==> config.mk <==
export PLATFORM = sky130hd
export DESIGN_NAME = video_timing_gen
export DESIGN_NICKNAME = d
export VERILOG_FILES = /design/src/rtl/video_timing_gen.sv
export SDC_FILE = /design/constraint.sdc
export NUM_CORES = 1
export LEC_CHECK = 0
export ABC_AREA = 1
export CAP_MARGIN = 20
export CELL_PAD_IN_SITES_DETAIL_PLACEMENT = 1
export CELL_PAD_IN_SITES_GLOBAL_PLACEMENT = 1
export CORE_ASPECT_RATIO = 1.1
export CORE_UTILIZATION = 38
export CTS_CLUSTER_SIZE = 24
export DETAILED_ROUTE_END_ITERATION = 16
export PLACE_DENSITY_LB_ADDON = 0.1
export SYNTH_ARGS = -nofsm -noshare
export SYNTH_HDL_FRONTEND = slang
export SYNTH_SLANG_ARGS = --single-unit
==> constraint.sdc <==
create_clock -name i_clk -period 2.35 [get_ports i_clk]
set_input_delay 0.47 -clock i_clk [delete_from_list [all_inputs] [get_ports i_clk]]
set_output_delay 0.47 -clock i_clk [all_outputs]
set_load 0.005 [all_outputs]
==> src/rtl/video_timing_gen.sv <==
// rtl/video_timing_gen.sv - raster timing generator with frame phase-lock to an RX sync pulse
// Optional saturating resync counter built only when VTG_MISS_COUNT_EN is defined.
module video_timing_gen #(
    parameter int H_VISIBLE   = 640,
    parameter int H_FRONT     = 16,
    parameter int H_SYNC      = 96,
    parameter int H_BACK      = 48,
    parameter int V_VISIBLE   = 480,
    parameter int V_FRONT     = 10,
    parameter int V_SYNC      = 2,
    parameter int V_BACK      = 33,
    parameter bit HS_POL      = 1'b0,
    parameter bit VS_POL      = 1'b0,
    parameter int LOCK_LINE   = 0,
    parameter int BUF_LINES   = 16,
    parameter int REPEAT_LOG2 = 0,
    parameter int READ_LAT    = 1,
    parameter int ADDR_W      = 14,
    parameter int LOST_FRAMES = 3
) (
    input  logic              i_clk,
    input  logic              i_reset,
    input  logic              i_enable,
    input  logic              i_sync,
    input  logic              i_sync_en,
    output logic              o_hs,
    output logic              o_vs,
    output logic              o_visible,
    output logic [ADDR_W-1:0] o_bram_addr,
    output logic [11:0]       o_h_count,
    output logic [10:0]       o_v_count,
    output logic              o_frame_start,
    output logic              o_locked,
    output logic [7:0]        o_miss_count
);

    localparam int H_TOTAL  = H_VISIBLE + H_FRONT + H_SYNC + H_BACK;
    localparam int V_TOTAL  = V_VISIBLE + V_FRONT + V_SYNC + V_BACK;
    localparam int HS_START = H_VISIBLE + H_FRONT;
    localparam int HS_END   = HS_START + H_SYNC;
    localparam int VS_START = V_VISIBLE + V_FRONT;
    localparam int VS_END   = VS_START + V_SYNC;
    localparam int REP_W    = (REPEAT_LOG2 > 0) ? REPEAT_LOG2 : 1;
    localparam int LOST_W   = (LOST_FRAMES > 1) ? $clog2(LOST_FRAMES) : 1;

    localparam logic [11:0]       H_LAST    = 12'(H_TOTAL - 1);
    localparam logic [10:0]       V_LAST    = 11'(V_TOTAL - 1);
    localparam logic [10:0]       V_LOCK    = 11'(LOCK_LINE);
    localparam logic [REP_W-1:0]  REP_MAX   = REP_W'((1 << REPEAT_LOG2) - 1);
    localparam logic [ADDR_W-1:0] LINE_STEP = ADDR_W'(H_VISIBLE);
    localparam logic [ADDR_W-1:0] BASE_LAST = ADDR_W'((BUF_LINES - 1) * H_VISIBLE);
    localparam logic [LOST_W-1:0] LOST_MAX  = LOST_W'(LOST_FRAMES - 1);
    // Buffer position a reload to LOCK_LINE lands on, so a non-zero lock line still reads the right line.
    localparam logic [ADDR_W-1:0] LOCK_BASE = (LOCK_LINE < V_VISIBLE) ?
        ADDR_W'(((LOCK_LINE >> REPEAT_LOG2) % BUF_LINES) * H_VISIBLE) : '0;
    localparam logic [REP_W-1:0]  LOCK_REP  = (LOCK_LINE < V_VISIBLE) ?
        REP_W'(LOCK_LINE % (1 << REPEAT_LOG2)) : '0;

    typedef enum logic {
        ST_FREE_RUN,
        ST_LOCKED
    } state_t;

    state_t              r_state;
    logic                r_locked;
    logic [LOST_W-1:0]   r_lost;
    logic [11:0]         r_h;
    logic [10:0]         r_v;
    logic                r_sync_d;
    logic [ADDR_W-1:0]   r_base;
    logic [REP_W-1:0]    r_rep;
    logic [ADDR_W-1:0]   r_addr;
    logic                r_fs;
    logic [READ_LAT:0]   r_hs_p;
    logic [READ_LAT:0]   r_vs_p;
    logic [READ_LAT:0]   r_vis_p;

    logic                w_h_last;
    logic                w_v_last;
    logic                w_frame_wrap;
    logic                w_edge;
    logic [11:0]         w_h_nat;
    logic [10:0]         w_v_nat;
    logic [11:0]         w_h_next;
    logic [10:0]         w_v_next;
    logic                w_vis;
    logic                w_hs;
    logic                w_vs;
    logic [ADDR_W-1:0]   w_step_base;

    assign w_h_last     = (r_h == H_LAST);
    assign w_v_last     = (r_v == V_LAST);
    assign w_frame_wrap = w_h_last && w_v_last;
    assign w_edge       = i_sync_en && i_sync && !r_sync_d;
    assign w_h_nat      = w_h_last ? 12'd0 : r_h + 12'd1;
    assign w_v_nat      = !w_h_last ? r_v : (w_v_last ? 11'd0 : r_v + 11'd1);
    assign w_h_next     = w_edge ? 12'd0 : w_h_nat;
    assign w_v_next     = w_edge ? V_LOCK : w_v_nat;
    assign w_vis        = (r_h < 12'(H_VISIBLE)) && (r_v < 11'(V_VISIBLE));
    assign w_hs         = ((r_h >= 12'(HS_START)) && (r_h < 12'(HS_END))) ? HS_POL : ~HS_POL;
    assign w_vs         = ((r_v >= 11'(VS_START)) && (r_v < 11'(VS_END))) ? VS_POL : ~VS_POL;
    assign w_step_base  = (r_base == BASE_LAST) ? '0 : r_base + LINE_STEP;

    always_ff @(posedge i_clk) begin
        if (i_reset) begin
            r_h      <= '0;
            r_v      <= '0;
            // Starts high so a SYNC level already high at reset release is not taken as an edge.
            r_sync_d <= 1'b1;
            r_base   <= '0;
            r_rep    <= '0;
            r_addr   <= '0;
            r_fs     <= 1'b0;
            r_hs_p   <= {(READ_LAT + 1){~HS_POL}};
            r_vs_p   <= {(READ_LAT + 1){~VS_POL}};
            r_vis_p  <= '0;
        end else if (i_enable) begin
            r_sync_d <= i_sync;
            r_h      <= w_h_next;
            r_v      <= w_v_next;
            r_fs     <= (w_h_next == 12'd0) && (w_v_next == 11'd0);
            if (w_vis) begin
                r_addr <= r_base + ADDR_W'(r_h);
            end
            if (w_edge) begin
                r_base <= LOCK_BASE;
                r_rep  <= LOCK_REP;
            end else if (w_h_last) begin
                if (w_v_nat == 11'd0) begin
                    r_base <= '0;
                    r_rep  <= '0;
                end else if (r_v < 11'(V_VISIBLE)) begin
                    if (r_rep == REP_MAX) begin
                        r_rep  <= '0;
                        r_base <= w_step_base;
                    end else begin
                        r_rep <= r_rep + REP_W'(1);
                    end
                end
            end
            r_hs_p[0]  <= w_hs;
            r_vs_p[0]  <= w_vs;
            r_vis_p[0] <= w_vis;
            for (int i = 1; i <= READ_LAT; i++) begin
                r_hs_p[i]  <= r_hs_p[i-1];
                r_vs_p[i]  <= r_vs_p[i-1];
                r_vis_p[i] <= r_vis_p[i-1];
            end
        end
    end

    always_ff @(posedge i_clk) begin
        if (i_reset) begin
            r_state  <= ST_FREE_RUN;
            r_locked <= 1'b0;
            r_lost   <= '0;
        end else if (i_enable) begin
            case (r_state)
                ST_FREE_RUN: begin
                    if (w_edge) begin
                        r_state  <= ST_LOCKED;
                        r_locked <= 1'b1;
                        r_lost   <= '0;
                    end
                end
                ST_LOCKED: begin
                    if (!i_sync_en) begin
                        r_state  <= ST_FREE_RUN;
                        r_locked <= 1'b0;
                        r_lost   <= '0;
                    end else if (w_edge) begin
                        r_lost <= '0;
                    end else if (w_frame_wrap) begin
                        if (r_lost == LOST_MAX) begin
                            r_state  <= ST_FREE_RUN;
                            r_locked <= 1'b0;
                            r_lost   <= '0;
                        end else begin
                            r_lost <= r_lost + LOST_W'(1);
                        end
                    end
                end
                default: begin
                    r_state  <= ST_FREE_RUN;
                    r_locked <= 1'b0;
                    r_lost   <= '0;
                end
            endcase
        end
    end

`ifdef VTG_MISS_COUNT_EN
    logic       w_in_phase;
    logic [7:0] r_miss;

    assign w_in_phase = (w_h_nat == 12'd0) && (w_v_nat == V_LOCK);

    always_ff @(posedge i_clk) begin
        if (i_reset) begin
            r_miss <= '0;
        end else if (i_enable && w_edge && !w_in_phase && (r_miss != 8'hFF)) begin
            r_miss <= r_miss + 8'd1;
        end
    end

    assign o_miss_count = r_miss;
`else
    assign o_miss_count = 8'd0;
`endif

    assign o_hs          = r_hs_p[READ_LAT];
    assign o_vs          = r_vs_p[READ_LAT];
    assign o_visible     = r_vis_p[READ_LAT];
    assign o_bram_addr   = r_addr;
    assign o_h_count     = r_h;
    assign o_v_count     = r_v;
    assign o_frame_start = r_fs;
    assign o_locked      = r_locked;

endmodule

==> flow_summary.toml <==
[timing]
whs_ns = 0.474
clock_skew_ns = 0.00842
drv_slew = 0
tns_ns = 0
post-route-period-util = 0.935
period_minus_slack_ns = 2.20
hold_viol = 0
final-setup-viol-count = 0
fmax_ghz = 0.455

[pwr]
peakVddDrop_mv = 0.283
p_leak_nw = 1.86
total_power_mw = 2.08
power.density_mw_per_mm2 = 478

[synth]
netlist_area_mm2 = 0.00340
syn_area_per_cell_um2 = 6.57
post-synth-top-count-cell = "nand2_1"
synth_ff_type = "dfxtp_1"
synth-seq-cells = 56
synth_top_area_cell = "dfxtp_1"
yosysSeqAreaShare = 0.330
yosysWarnings = 0
synthTopCellsByCount = "nand2_1, nor2_1, dfxtp_1"
synth.area.top_cells = "dfxtp_1, nand2_1, a21oi_1, nor2_1, nand3_1"
synth_top_area_frac = 0.330
syn_inst = 518
post_synth_num_cell_types = 38
synth-edff-count = 0
ys_async_sr_fraction = 0

[placed_design]
portBuffers = 46
dp.cells = 685
gp_congestion = 0.901
dpl.hpwl_um = 8000

[cells_and_area]
drive_gt1_frac = 0.150
diodes = 0
syn2layout_area_growth_pct = 28.1
fin_cells = 699
layout.nets = 603
fin_util = 0.510

[drt]
post-route-drc-count = 0
wl_met1_um = 4980
vias = 3595
first_pass_iters = 4
wirelength_um = 11100
wl_per_cell_um = 15.9
wl_met2_um = 5620
wl_met3_um = 330
vias_per_cell = 5.14
ant_nets = 0
top_layer = "met4"
drt_iter0_markers = 135

[grt]
grt_max_degree = 38
overflow = 0
grt_usage = 0.242
grt_antenna_before_repair = 0
grt_first_pass_wirelength_um = 18100
grt_pass1_vias = 3667

[floorplanning]
die_area_mm2 = 0.00934
fp-row-count = 35
die_h_um = 101
core_mm2 = 0.00854
initial_utilization = 0.398
die-width_um = 92.2
io_pins = 55

[worst_setup_path]
cp_top_family = "simple AND/OR/NAND/NOR gates"
endpoint_kind = "flop"
rr_endpoint = "r_base[10]$_SDFFE_PP0P_"
rr_startpoint = "o_h_count[6]$_SDFFE_PP0P_"
cp_cell_sequence = "nor2_1 -> inv_1 -> nor2_4 -> nand3_4 -> nand2_2 -> o21ai_1 -> nor2_1 -> nand2_1 -> nor2_2 -> nand2_2 -> nand2_4 -> nand2_8 -> nor2_1 -> nor2_1"
startpoint_type = "flop"
path_common_cell = "nor2_1"
arrival_ns = 2.43
required_ns = 2.58
r2r_slack_ns = 0.15
critPathMaxStageDelay_ns = 0.36
crit_path_max_fanout = 10
reg2reg_depth = 14
path_buf_inv = 1
critPathKind = "flop to flop"
crit_slowest_cell = "dfxtp_1"

[flow_run]
maxCapViolCount = 0

[cts]
clk_pin_slew_ns = 0.11
insertion_delay_ns = 0.32
cts_tree = "done"
cts-root-buf = "clkbuf_8"
clock_path_buffers = 2
cts_buffers = 5
cts.sinks = 56
htreeDepth = 2
postCtsHoldBufs = 0

[min_path]
hp-class = "flop to flop"
hold_path_startpoint = "o_locked$_SDFFE_PP0P_"
hold-path-endpoint = "o_locked$_SDFFE_PP0P_"
holdPathStages = 2

[outcome]
outcome = "complete, no violations"
-- tightest hold or removal path, cell delays in order (launching register included) --
cell and delay [ns]:
dfxtp_1 0.33, nand2_1 0.06, a21oi_1 0.05
-- metrics by stage --
| stage | setup slack, ns | instance area, um^2 |
|---|---|---|
| floorplan | 0.392 | 3430 |
| global placement | 0.169 | 4120 |
| detailed placement | 0.0891 | 4120 |
| CTS | 0.0827 | 4220 |
| global route | -0.00229 | 4360 |
| finish | 0.154 | 4360 |
-- cell usage in the layout, fill, tap and decap left out, drive strengths merged, types with 2 or more instances in the layout --
master	synthesis	layout
o21ai	34	34
clkdlybuf4s50	0	46
a31oi	2	2
nand4	7	7
nor3	10	10
nand3	43	44
clkbuf	12	6
inv	46	47
dfxtp	56	56
xnor2	2	2
ha	11	11
conb	1	8
o21bai	3	3
xor2	16	16
or2	2	2
buf	18	38
nor2	67	67
a211oi	4	4
nand2	129	129
a21oi	48	48
-- worst max-delay path by stage --
stage / start / to / slack (ns) / cells past startpoint
after global placement: i_sync_en / o_frame_start$_SDFFE_PP0P_ / 0.17 / 11
after floorplan: o_v_count[1]$_SDFFE_PP0P_ / r_base[10]$_SDFFE_PP0P_ / 0.39 / 16
final: o_h_count[6]$_SDFFE_PP0P_ / r_base[10]$_SDFFE_PP0P_ / 0.15 / 14
after global routing: o_h_count[6]$_SDFFE_PP0P_ / r_base[13]$_SDFFE_PP0P_ / -0.002 / 15
after CTS: o_v_count[1]$_SDFFE_PP0P_ / r_base[10]$_SDFFE_PP0P_ / 0.08 / 16
after detailed placement: i_sync_en / o_frame_start$_SDFFE_PP0P_ / 0.09 / 11
-- logic make-up after synthesis --
family / after synthesis / share of synthesized area
adders and majority gates: 11 / 0.0405
and+or+nand+nor: 259 / 0.334
other: 1 / 0.00110
AOI/OAI and AO/OA: 96 / 0.151
DFF: 56 / 0.330
xor gates and xnor gates: 18 / 0.0463
buffers and inverters: 77 / 0.0982
-- layout make-up --
type	instances	area, um^2
Multi-Input combinational cell	393	2070
Clock buffer	6	82.6
Sequential cell	56	1130
Clock inverter	2	18.8
Inverter	47	176
Fill cell	1123	4180
Tap cell	111	139
Timing Repair Buffer	84	746
-- sequential cells by signal, summed over array words and instances (netlist names) --
name and cells:
r_vs_p 2, r_state 1, o_frame_start 1, r_lost 2, r_vis_p 2, o_v_count 11, o_locked 1, o_h_count 12
o_bram_addr 14, r_hs_p 2, r_sync_d 1, r_base 7
-- power breakdown --
group / switching, mW / internal [mW]
Clock: 0.353 / 0.248
Combinational: 0.250 / 0.190
Sequential: 0.0410 / 1.00
Total: 0.644 / 1.44
-- timing repair --
action | 4_1_cts | 5_1_grt
buffers inserted | 0 | 5
endpoints found under the setup margin | 0 | 7
resized for setup | 0 | 29
-- metal layers --
metal | up-vias | GRT usage
li1 | 1805 | -
met1 | 1720 | 0.295
met2 | 59 | 0.451
met3 | 11 | 0.0308
met4 | 0 | 0.0601
met5 | - | 0
Note: power is estimated with default switching activity, not from simulation.
